## src/rtl/mem_bus_arbiter_pkg.sv

```systemverilog
// Shared types and constants for the ibus/dbus memory-port arbiter.
// Optional build macro used by this slice: ARB_ROUND_ROBIN_EN.
package mem_bus_arbiter_pkg;

    // The latched-request struct is sized for the widest supported port;
    // narrower instances zero-extend on latch and slice on output.
    localparam int ARB_ADDR_W_MAX = 64;
    localparam int ARB_DATA_W_MAX = 64;
    localparam int ARB_STRB_W_MAX = ARB_DATA_W_MAX / 8;

    // Reset vectors for the address fields.
    localparam logic [ARB_ADDR_W_MAX-1:0] ARB_ADDR_RST = '0;

    // Fetches are always full-width reads.
    localparam logic [2:0] ARB_IBUS_SIZE = 3'd3;

    typedef enum logic [1:0] {
        IDLE   = 2'd0,
        BUSY_I = 2'd1,
        BUSY_D = 2'd2,
        RESP   = 2'd3
    } arb_state_t;

    typedef enum logic {
        OWN_I = 1'b0,
        OWN_D = 1'b1
    } arb_owner_t;

    typedef struct packed {
        logic [ARB_ADDR_W_MAX-1:0] addr;
        logic                      write;
        logic [2:0]                size;
        logic [ARB_STRB_W_MAX-1:0] strobe;
        logic [ARB_DATA_W_MAX-1:0] data;
    } mreq_latch_t;

    localparam mreq_latch_t MREQ_LATCH_RST = '{
        addr:   ARB_ADDR_RST,
        write:  1'b0,
        size:   3'd0,
        strobe: '0,
        data:   '0
    };

endpackage

```

## src/rtl/mem_bus_arbiter_pick.sv

```systemverilog
// Combinational grant selection between ibus and dbus.
// Default: dbus priority with an anti-starvation override once ibus has
// lost WAIT_MAX consecutive arbitrations. With ARB_ROUND_ROBIN_EN defined,
// contention goes to whichever side did not own the last completed grant.
module arb_pick
    import mem_bus_arbiter_pkg::*;
#(
    parameter int WAIT_MAX = 4,
    parameter int CNT_W    = 3
) (
    input  logic             ivalid,
    input  logic             dvalid,
    input  logic [CNT_W-1:0] wait_cnt,
    input  arb_owner_t       last_owner,
    output logic             grant,
    output arb_owner_t       owner
);

`ifdef ARB_ROUND_ROBIN_EN
    // The starvation counter has no role when alternating.
    logic unused_wait_cnt;
    assign unused_wait_cnt = ^wait_cnt;

    // Alternate on contention; a lone requester always wins.
    always_comb begin
        grant = ivalid | dvalid;
        owner = OWN_D;
        if (ivalid && !dvalid) begin
            owner = OWN_I;
        end else if (ivalid && dvalid) begin
            owner = (last_owner == OWN_D) ? OWN_I : OWN_D;
        end
    end
`else
    // History is irrelevant under fixed priority.
    logic unused_last_owner;
    assign unused_last_owner = last_owner;

    // dbus wins contention unless ibus has waited WAIT_MAX grants.
    always_comb begin
        grant = ivalid | dvalid;
        owner = OWN_D;
        if (ivalid && !dvalid) begin
            owner = OWN_I;
        end else if (ivalid && dvalid && (wait_cnt == CNT_W'(WAIT_MAX))) begin
            owner = OWN_I;
        end
    end
`endif

endmodule

```

## src/rtl/mem_bus_arbiter.sv

```systemverilog
// Single-port memory arbiter shared by instruction fetch (ibus) and the
// data bus (dbus). One single-beat transaction at a time: the request is
// latched at grant, held on the memory side until mresp_ok, and the reply
// is routed back only to the owner. A fetch reply whose address no longer
// matches the live ibus request is dropped (fetch was redirected).
// Optional build macro: ARB_ROUND_ROBIN_EN (alternating arbitration).
module mem_bus_arbiter
    import mem_bus_arbiter_pkg::*;
#(
    parameter int ADDR_W   = 64,
    parameter int DATA_W   = 64,
    parameter int WAIT_MAX = 4
) (
    input  logic              clk,
    input  logic              reset,

    input  logic              ireq_valid,
    input  logic [ADDR_W-1:0] ireq_addr,
    output logic              iresp_data_ok,
    output logic [DATA_W-1:0] iresp_data,

    input  logic                dreq_valid,
    input  logic [ADDR_W-1:0]   dreq_addr,
    input  logic                dreq_write,
    input  logic [2:0]          dreq_size,
    input  logic [DATA_W/8-1:0] dreq_strobe,
    input  logic [DATA_W-1:0]   dreq_data,
    output logic                dresp_data_ok,
    output logic [DATA_W-1:0]   dresp_data,

    output logic                mreq_valid,
    output logic [ADDR_W-1:0]   mreq_addr,
    output logic                mreq_write,
    output logic [2:0]          mreq_size,
    output logic [DATA_W/8-1:0] mreq_strobe,
    output logic [DATA_W-1:0]   mreq_data,
    input  logic                mresp_ok,
    input  logic [DATA_W-1:0]   mresp_data,

    output logic                busy
);

    localparam int STRB_W = DATA_W / 8;
    localparam int CNT_W  = (WAIT_MAX < 1) ? 1 : $clog2(WAIT_MAX + 1);

    arb_state_t        state_q;
    arb_state_t        state_d;
    arb_owner_t        owner_q;
    arb_owner_t        last_owner_q;
    mreq_latch_t       lat_q;
    logic [DATA_W-1:0] rdata_q;
    logic [CNT_W-1:0]  wait_cnt_q;

    logic              grant;
    arb_owner_t        pick_owner;
    logic              arb_now;
    logic              ibus_match;

`ifndef ARB_ROUND_ROBIN_EN
    // Saturating increment for the ibus wait counter.
    function automatic logic [CNT_W-1:0] sat_inc(input logic [CNT_W-1:0] v);
        if (v >= CNT_W'(WAIT_MAX)) begin
            return CNT_W'(WAIT_MAX);
        end
        return v + CNT_W'(1);
    endfunction
`endif

    arb_pick #(
        .WAIT_MAX (WAIT_MAX),
        .CNT_W    (CNT_W)
    ) u_pick (
        .ivalid     (ireq_valid),
        .dvalid     (dreq_valid),
        .wait_cnt   (wait_cnt_q),
        .last_owner (last_owner_q),
        .grant      (grant),
        .owner      (pick_owner)
    );

    assign arb_now    = (state_q == IDLE) && grant;
    assign ibus_match = ireq_valid && (ireq_addr == lat_q.addr[ADDR_W-1:0]);

    // Memory side is driven purely from the latch so it cannot move mid-request.
    assign mreq_addr   = lat_q.addr[ADDR_W-1:0];
    assign mreq_write  = lat_q.write;
    assign mreq_size   = lat_q.size;
    assign mreq_strobe = lat_q.strobe[STRB_W-1:0];
    assign mreq_data   = lat_q.data[DATA_W-1:0];
    assign iresp_data  = rdata_q;
    assign dresp_data  = rdata_q;

    // State register; async reset abandons any in-flight request at once.
    always_ff @(posedge clk or negedge reset) begin
        if (!reset) begin
            state_q <= IDLE;
        end else begin
            state_q <= state_d;
        end
    end

    // Next-state and handshake outputs.
    always_comb begin
        state_d       = state_q;
        mreq_valid    = 1'b0;
        iresp_data_ok = 1'b0;
        dresp_data_ok = 1'b0;
        busy          = (state_q != IDLE);
        case (state_q)
            IDLE: begin
                if (grant) begin
                    state_d = (pick_owner == OWN_I) ? BUSY_I : BUSY_D;
                end
            end
            BUSY_I, BUSY_D: begin
                mreq_valid = 1'b1;
                if (mresp_ok) begin
                    state_d = RESP;
                end
            end
            RESP: begin
                // Extra cycle so the owner can drop its request before rearbitration.
                if (owner_q == OWN_D) begin
                    dresp_data_ok = 1'b1;
                end else begin
                    iresp_data_ok = ibus_match;
                end
                state_d = IDLE;
            end
            default: begin
                state_d = IDLE;
            end
        endcase
    end

    // Capture the winning request and its owner at grant.
    always_ff @(posedge clk or negedge reset) begin
        if (!reset) begin
            lat_q   <= MREQ_LATCH_RST;
            owner_q <= OWN_I;
        end else if (arb_now) begin
            owner_q <= pick_owner;
            if (pick_owner == OWN_I) begin
                lat_q.addr   <= ARB_ADDR_W_MAX'(ireq_addr);
                lat_q.write  <= 1'b0;
                lat_q.size   <= ARB_IBUS_SIZE;
                lat_q.strobe <= '0;
                lat_q.data   <= '0;
            end else begin
                lat_q.addr   <= ARB_ADDR_W_MAX'(dreq_addr);
                lat_q.write  <= dreq_write;
                lat_q.size   <= dreq_size;
                lat_q.strobe <= ARB_STRB_W_MAX'(dreq_strobe);
                lat_q.data   <= ARB_DATA_W_MAX'(dreq_data);
            end
        end
    end

    // Hold read data from the completing memory cycle for the RESP pulse.
    always_ff @(posedge clk or negedge reset) begin
        if (!reset) begin
            rdata_q <= '0;
        end else if (((state_q == BUSY_I) || (state_q == BUSY_D)) && mresp_ok) begin
            rdata_q <= mresp_data;
        end
    end

    // Remember who owned the last completed grant (dbus wins first contention).
    always_ff @(posedge clk or negedge reset) begin
        if (!reset) begin
            last_owner_q <= OWN_I;
        end else if (state_q == RESP) begin
            last_owner_q <= owner_q;
        end
    end

    // Count dbus wins while ibus is waiting; clear once ibus is served or idle.
    always_ff @(posedge clk or negedge reset) begin
        if (!reset) begin
            wait_cnt_q <= '0;
        end else begin
`ifdef ARB_ROUND_ROBIN_EN
            wait_cnt_q <= '0;
`else
            if (state_q == IDLE) begin
                if (!ireq_valid) begin
                    wait_cnt_q <= '0;
                end else if (grant && (pick_owner == OWN_I)) begin
                    wait_cnt_q <= '0;
                end else if (grant && (pick_owner == OWN_D)) begin
                    wait_cnt_q <= sat_inc(wait_cnt_q);
                end
            end
`endif
        end
    end

endmodule

```

## config.mk

```make
export PLATFORM = sky130hd
export DESIGN_NAME = mem_bus_arbiter
export DESIGN_NICKNAME = d
export VERILOG_FILES = /design/src/rtl/mem_bus_arbiter_pkg.sv /design/src/rtl/mem_bus_arbiter_pick.sv /design/src/rtl/mem_bus_arbiter.sv
export SDC_FILE = /design/constraint.sdc
export NUM_CORES = 1
export LEC_CHECK = 0
export BUFFER_PORTS_ARGS = -buffer_cell sky130_fd_sc_hd__buf_2
export CORE_AREA = 2 2 213 215
export DETAILED_ROUTE_END_ITERATION = 16
export DIE_AREA = 0 0 215 217
export PLACE_DENSITY = 0.57
export SYNTH_ARGS = -nofsm -noshare
export SYNTH_HDL_FRONTEND = slang
export SYNTH_SLANG_ARGS = --single-unit
export TNS_END_PERCENT = 30
```

## constraint.sdc

```tcl
create_clock -name clk -period 4.9 [get_ports clk]
set_input_delay 0.49 -clock clk [delete_from_list [all_inputs] [get_ports clk]]
set_output_delay 0.49 -clock clk [all_outputs]
set_load 0.05 [all_outputs]
```

==> Word level (Yosys, flattened, before mapping) <==
Cells that the tools add are included.
{ "totals": {"word_cells": 58, "in_bits": 273, "out_inout_bits": 272, "register_bits": 210} }
{ "classes": {"order_cmp": 1, "n_mux": 22, "n_eq_ne": 8, "reduce_logical": 15, "n_bitwise": 2, "addsub": 1} }
{ "ops": {"columns": ["cell", "count"], "rows": [
  ["$mux 140", 1],
  ["$eq 64x64->1", 1],
  ["$mux 3", 5],
  ["$mux 1", 12],
  ["$logic_and 1x1->1", 8],
  ["$mux 2", 3],
  ["$pmux 2 s3", 1],
  ["$eq 2x2->1 const B", 2],
  ["$ne 2x2->1 const B", 2],
  ["$reduce_and 2->1", 2],
  ["$add 3x1->3 const B", 1],
  ["$eq 3x3->1 const B", 1],
  ["$ge 3x3->1 const B", 1],
  ["$ne 3x1->1 const B", 1],
  ["$eq 2x1->1 const B", 1],
  ["$logic_not 2->1", 1],
  ["$reduce_bool 2->1", 1],
  ["$reduce_or 2->1", 1],
  ["$logic_not 1->1", 1],
  ["$logic_or 1x1->1", 1],
  ["$not 1->1", 1],
  ["$or 1x1->1", 1]
]} }

==> Depth between registers and ports, before layout <==
{ "depth": {"ltp_word": 13, "depth_mapped": 10, "depth_no_buf": 7} }

==> Modules after synthesis <==
Synthesis repeated with hierarchy kept, for this count alone.
{ "unflattened": {"cells_unflattened": 939, "hier_area_um2": 9819.4} }
{ "by_module_without_submodules": {"columns": ["mod", "n_inst", "seq_area_each_um2", "area_each_um2", "cells_each"], "rows": [
  ["mem_bus_arbiter", 1, 5280.1, 9791.9, 935],
  ["arb_pick", 1, 0.0, 27.5, 4]
]} }

==> Worst setup path after synthesis <==
Ideal clock, no wire load.
{ "synth_path": {"path_kind": "register -> output", "startpoint": "register lat_q, in the netlist mreq_addr[6]", "endpoint": "output iresp_data_ok", "path_buffers": 0, "t_required_ns": 4.410, "arrival_time_ns": 2.356, "setup_slack_ns": 2.054, "path_stages_with_launch": 5, "path_cell_list": "dfrtp_1 > xnor2_1 > nand4_1 > or4_1 > nor4_2"} }
{ "synth_between": {"elab_chain_len": 4} }
{ "synth_lines": {"columns": ["element", "line_no", "source"], "rows": [
  ["start: declaration", "mem_bus_arbiter.sv:50", "mreq_latch_t lat_q;"],
  ["$eq 64x64->1", "mem_bus_arbiter.sv:82", "assign ibus_match = ireq_valid && (ireq_addr == lat_q.addr[ADDR_W-1:0]);"],
  ["$logic_and 1x1->1", "mem_bus_arbiter.sv:82", null],
  ["$mux 1", "mem_bus_arbiter.sv:123", "if (owner_q == OWN_D) begin"],
  ["$mux 1", "mem_bus_arbiter.sv:109", "case (state_q)"],
  ["end: declaration", "mem_bus_arbiter.sv:19", "output logic iresp_data_ok,"]
]} }
No other way between the ends.

==> Worst setup path after layout <==
{ "layout_path": {"startpoint": "register lat_q, in the netlist mreq_addr[3]", "endpoint": "output iresp_data_ok"} }
The elaborated chain is that of the path after synthesis.

==> out/results.txt <==
initial antenna violation count: 2
Worst-path clk slew: 60 ps
share of cells above drive strength 1: 46.8%
setup TNS: 0 ps
largest net degree at the start of global routing: 164
number of port buffers: 544
most used cell, CP: nand4_1
Setup Skew: 9.18 ps
Slowest cell on crit path: nor4_1
Initial Util: 22.0%
fillers: 4,768
residual DRC count: 0
slew of the pin with the lowest slew margin: 902 ps
Seq/Total Area, Yosys: 53.6%
Hold Startpoint: mresp_data[14]
post-synthesis cell type count: 32
Synth warnings: 0
clk buf depth: 3
Final Hold Fails: 0
Worst-Skew Late Latency: 540 ps
share of the synthesized area in the top cell type: 53.6%
Gate Count Post-Synth: 934
Post-DP HPWL: 24.8 mm
critical path cell sequence: xnor2_1, nand4_1, nor4_1, nand4_1, nor4_2, buf_2
synth-to-layout area growth: 38.4%
Mapped Area: 9810 um2
drt pass-1 iters: 4
syn_nets: 1,212
main flop type after synthesis: dfrtp_1
RSZ-0062 raised after global routing: no
grt total ovfl: 0
max-cap viol count: 0
reg2reg start: wait_cnt_q[0]$_DFFE_PN0P_
total die area: 46,700 um2
gr usage total: 13.1%
Fmax: 0.309 GHz
Critical path origin: mreq_addr[3]$_DFFE_PN0P_
final setup violating endpoints: 0
Routed WL per cell: 16.0 um
Post-DRT Antenna Nets: 0
ys async rst share: 100%
Post-Syn Area per Cell: 10.5 um2
DIE HEIGHT: 217 um
kind of critical path: reg -> out
synthesized flop and latch total: 210
Post-synth top cells: nand2_1 (223), dfrtp_1 (210), o21ai_0 (128)
Post-CTS Setup Inserts: 0
Worst EP required: 4410 ps
crit path launch type: flop
cell taking the most area after synthesis: dfrtp_1
Rows: 78
vias in the first global route: 8,110
synth top area cells: dfrtp_1 (54%), nand2_1 (8.5%), mux2_2 (7.3%), mux2i_1 (6.6%), o21ai_0 (6.5%)
I/O Pins: 545
WP data arrival: 2750 ps
vias per cell: 4.04
CP max FO: 3
CP endpoint kind: primary output
outcome: completed
clock sinks: 210
area taken by multi-input logic gates: 3810 um2
Slew Viols, Final: 0
Non-Filler Instances: 2,018
cell count after placement: 1,968
Die X-Extent: 215 um
Hold/Removal Path Class: in -> reg
post-route minimum period: 3240 ps
max_slew headroom: 39.9%
DRT Wirelength: 32.2 mm
Num CTS Buffers: 26
Placer Congestion: 0.849
largest stage delay on the critical path: 420 ps
area of the core: 44,700 um2
most common cell in the synthesized netlist: nand2_1
Post-synth EDFFs: 0
first-pass GRT wire length: 47.7 mm
initial detailed-routing violation count: 335
root buffer cell: clkbuf_16
NumNets Final: 1,675
Storage cell area: 5260 um2
via count: 8,160
Tcrit/Tclk final: 66.1%
Max H-tree Level: 1
clock tree from TritonCTS: done
[cells in the final DEF (no fill, tap or decap), types with 2 or more instances in the layout]
master,instances
buf_2,543
nand2_1,221
dfrtp_1,210
o21ai_0,128
mux2i_1,65
mux2_2,64
xor2_1,44
clkbuf_16,27
xnor2_1,20
o21ai_1,16
nor4_1,11
nand4_1,8
inv_1,7
clkbuf_8,6
ha_1,5
clkbuf_1,5
clkinv_2,4
buf_4,4
nor2_1,3
bufinv_16,3
buf_12,3
diode_2,2
nand2_2,2
[per-layer routing]
metal | wire [um] | up-vias | share of wire (%) | GRT usage (%)
li1 | - | 3978 | - | -
met4 | 986 | 2 | 3.1 | 4.16
met1 | 12900 | 3807 | 40 | 15.5
met2 | 15700 | 321 | 49 | 22.7
met5 | 16 | - | 0.050 | 0
met3 | 2670 | 52 | 8.3 | 4.04
[timing repair]
item | in CTS | in global routing
resized for setup | 0 | 0
hold buffers | 1 | 0
hold endpoints to repair | 2 | 0
[per-stage QoR]
stage	setup slack (ps)	area, um2	hold slack, ps	util (%)
after floorplan	2050	9810	194	-
after CTS	1460	13600	139	30.4
after global routing	1360	13600	138	30.4
final	1660	13600	183	30.4
after detailed placement	1820	12700	465	28.3
after global placement	1820	12700	457	28.3
[logic make-up after synthesis]
kind of cell / after synthesis / synth area share [%]
DFF: 210 / 53.6
AOI/OAI and AO/OA: 150 / 7.79
and+or+nand+nor: 252 / 10.4
xor gates and xnor gates: 64 / 5.71
buffers and inverters: 124 / 7.94
adders and majority gates: 5 / 0.638
muxes: 129 / 14.0
[critical path: cells and delay by family, from the launching register on]
| kind | cells | cell delay, ps |
|---|---|---|
| DFF | 1 | 400 |
| xor gates and xnor gates | 1 | 340 |
| and+or+nand+nor | 4 | 1150 |
| buffers and inverters | 1 | 320 |
[path summary, 6_finish.rpt]
check                                              to  slack [ps]  cells past startpoint
max                                     iresp_data_ok        1660                      6
min                        dresp_data[14]$_DFFE_PN0P_         180                      2
max reg2reg                 mreq_addr[33]$_DFFE_PN0P_        2580                      7
min reg2reg                  mreq_data[7]$_DFFE_PN0P_         470                      2
max in group asynchronous  dresp_data[48]$_DFFE_PN0P_        3230                      3
min in group asynchronous   mreq_addr[26]$_DFFE_PN0P_         540                      2
[sequential cells by signal, summed over array words and instances, names as in the netlist]
signal,cells
dresp_data,64
mreq_addr,64
mreq_data,64
mreq_strobe,8
mreq_size,3
wait_cnt_q,3
state_q,2
mreq_write,1
owner_q,1
[layout make-up]
| type | instances | share of cell area [%] |
|---|---|---|
| Antenna cell | 2 | 0.0369 |
| Clock buffer | 38 | 5.72 |
| Clock inverter | 9 | 0.931 |
| Inverter | 7 | 0.193 |
| Multi-Input combinational cell | 600 | 28.0 |
| Sequential cell | 210 | 38.7 |
| Tap cell | 600 | 5.53 |
| Timing Repair Buffer | 552 | 20.9 |
Power is left out: the tool's default activity adds up to more than one toggle a clock period on the data nets, which glitch-free logic cannot reach.
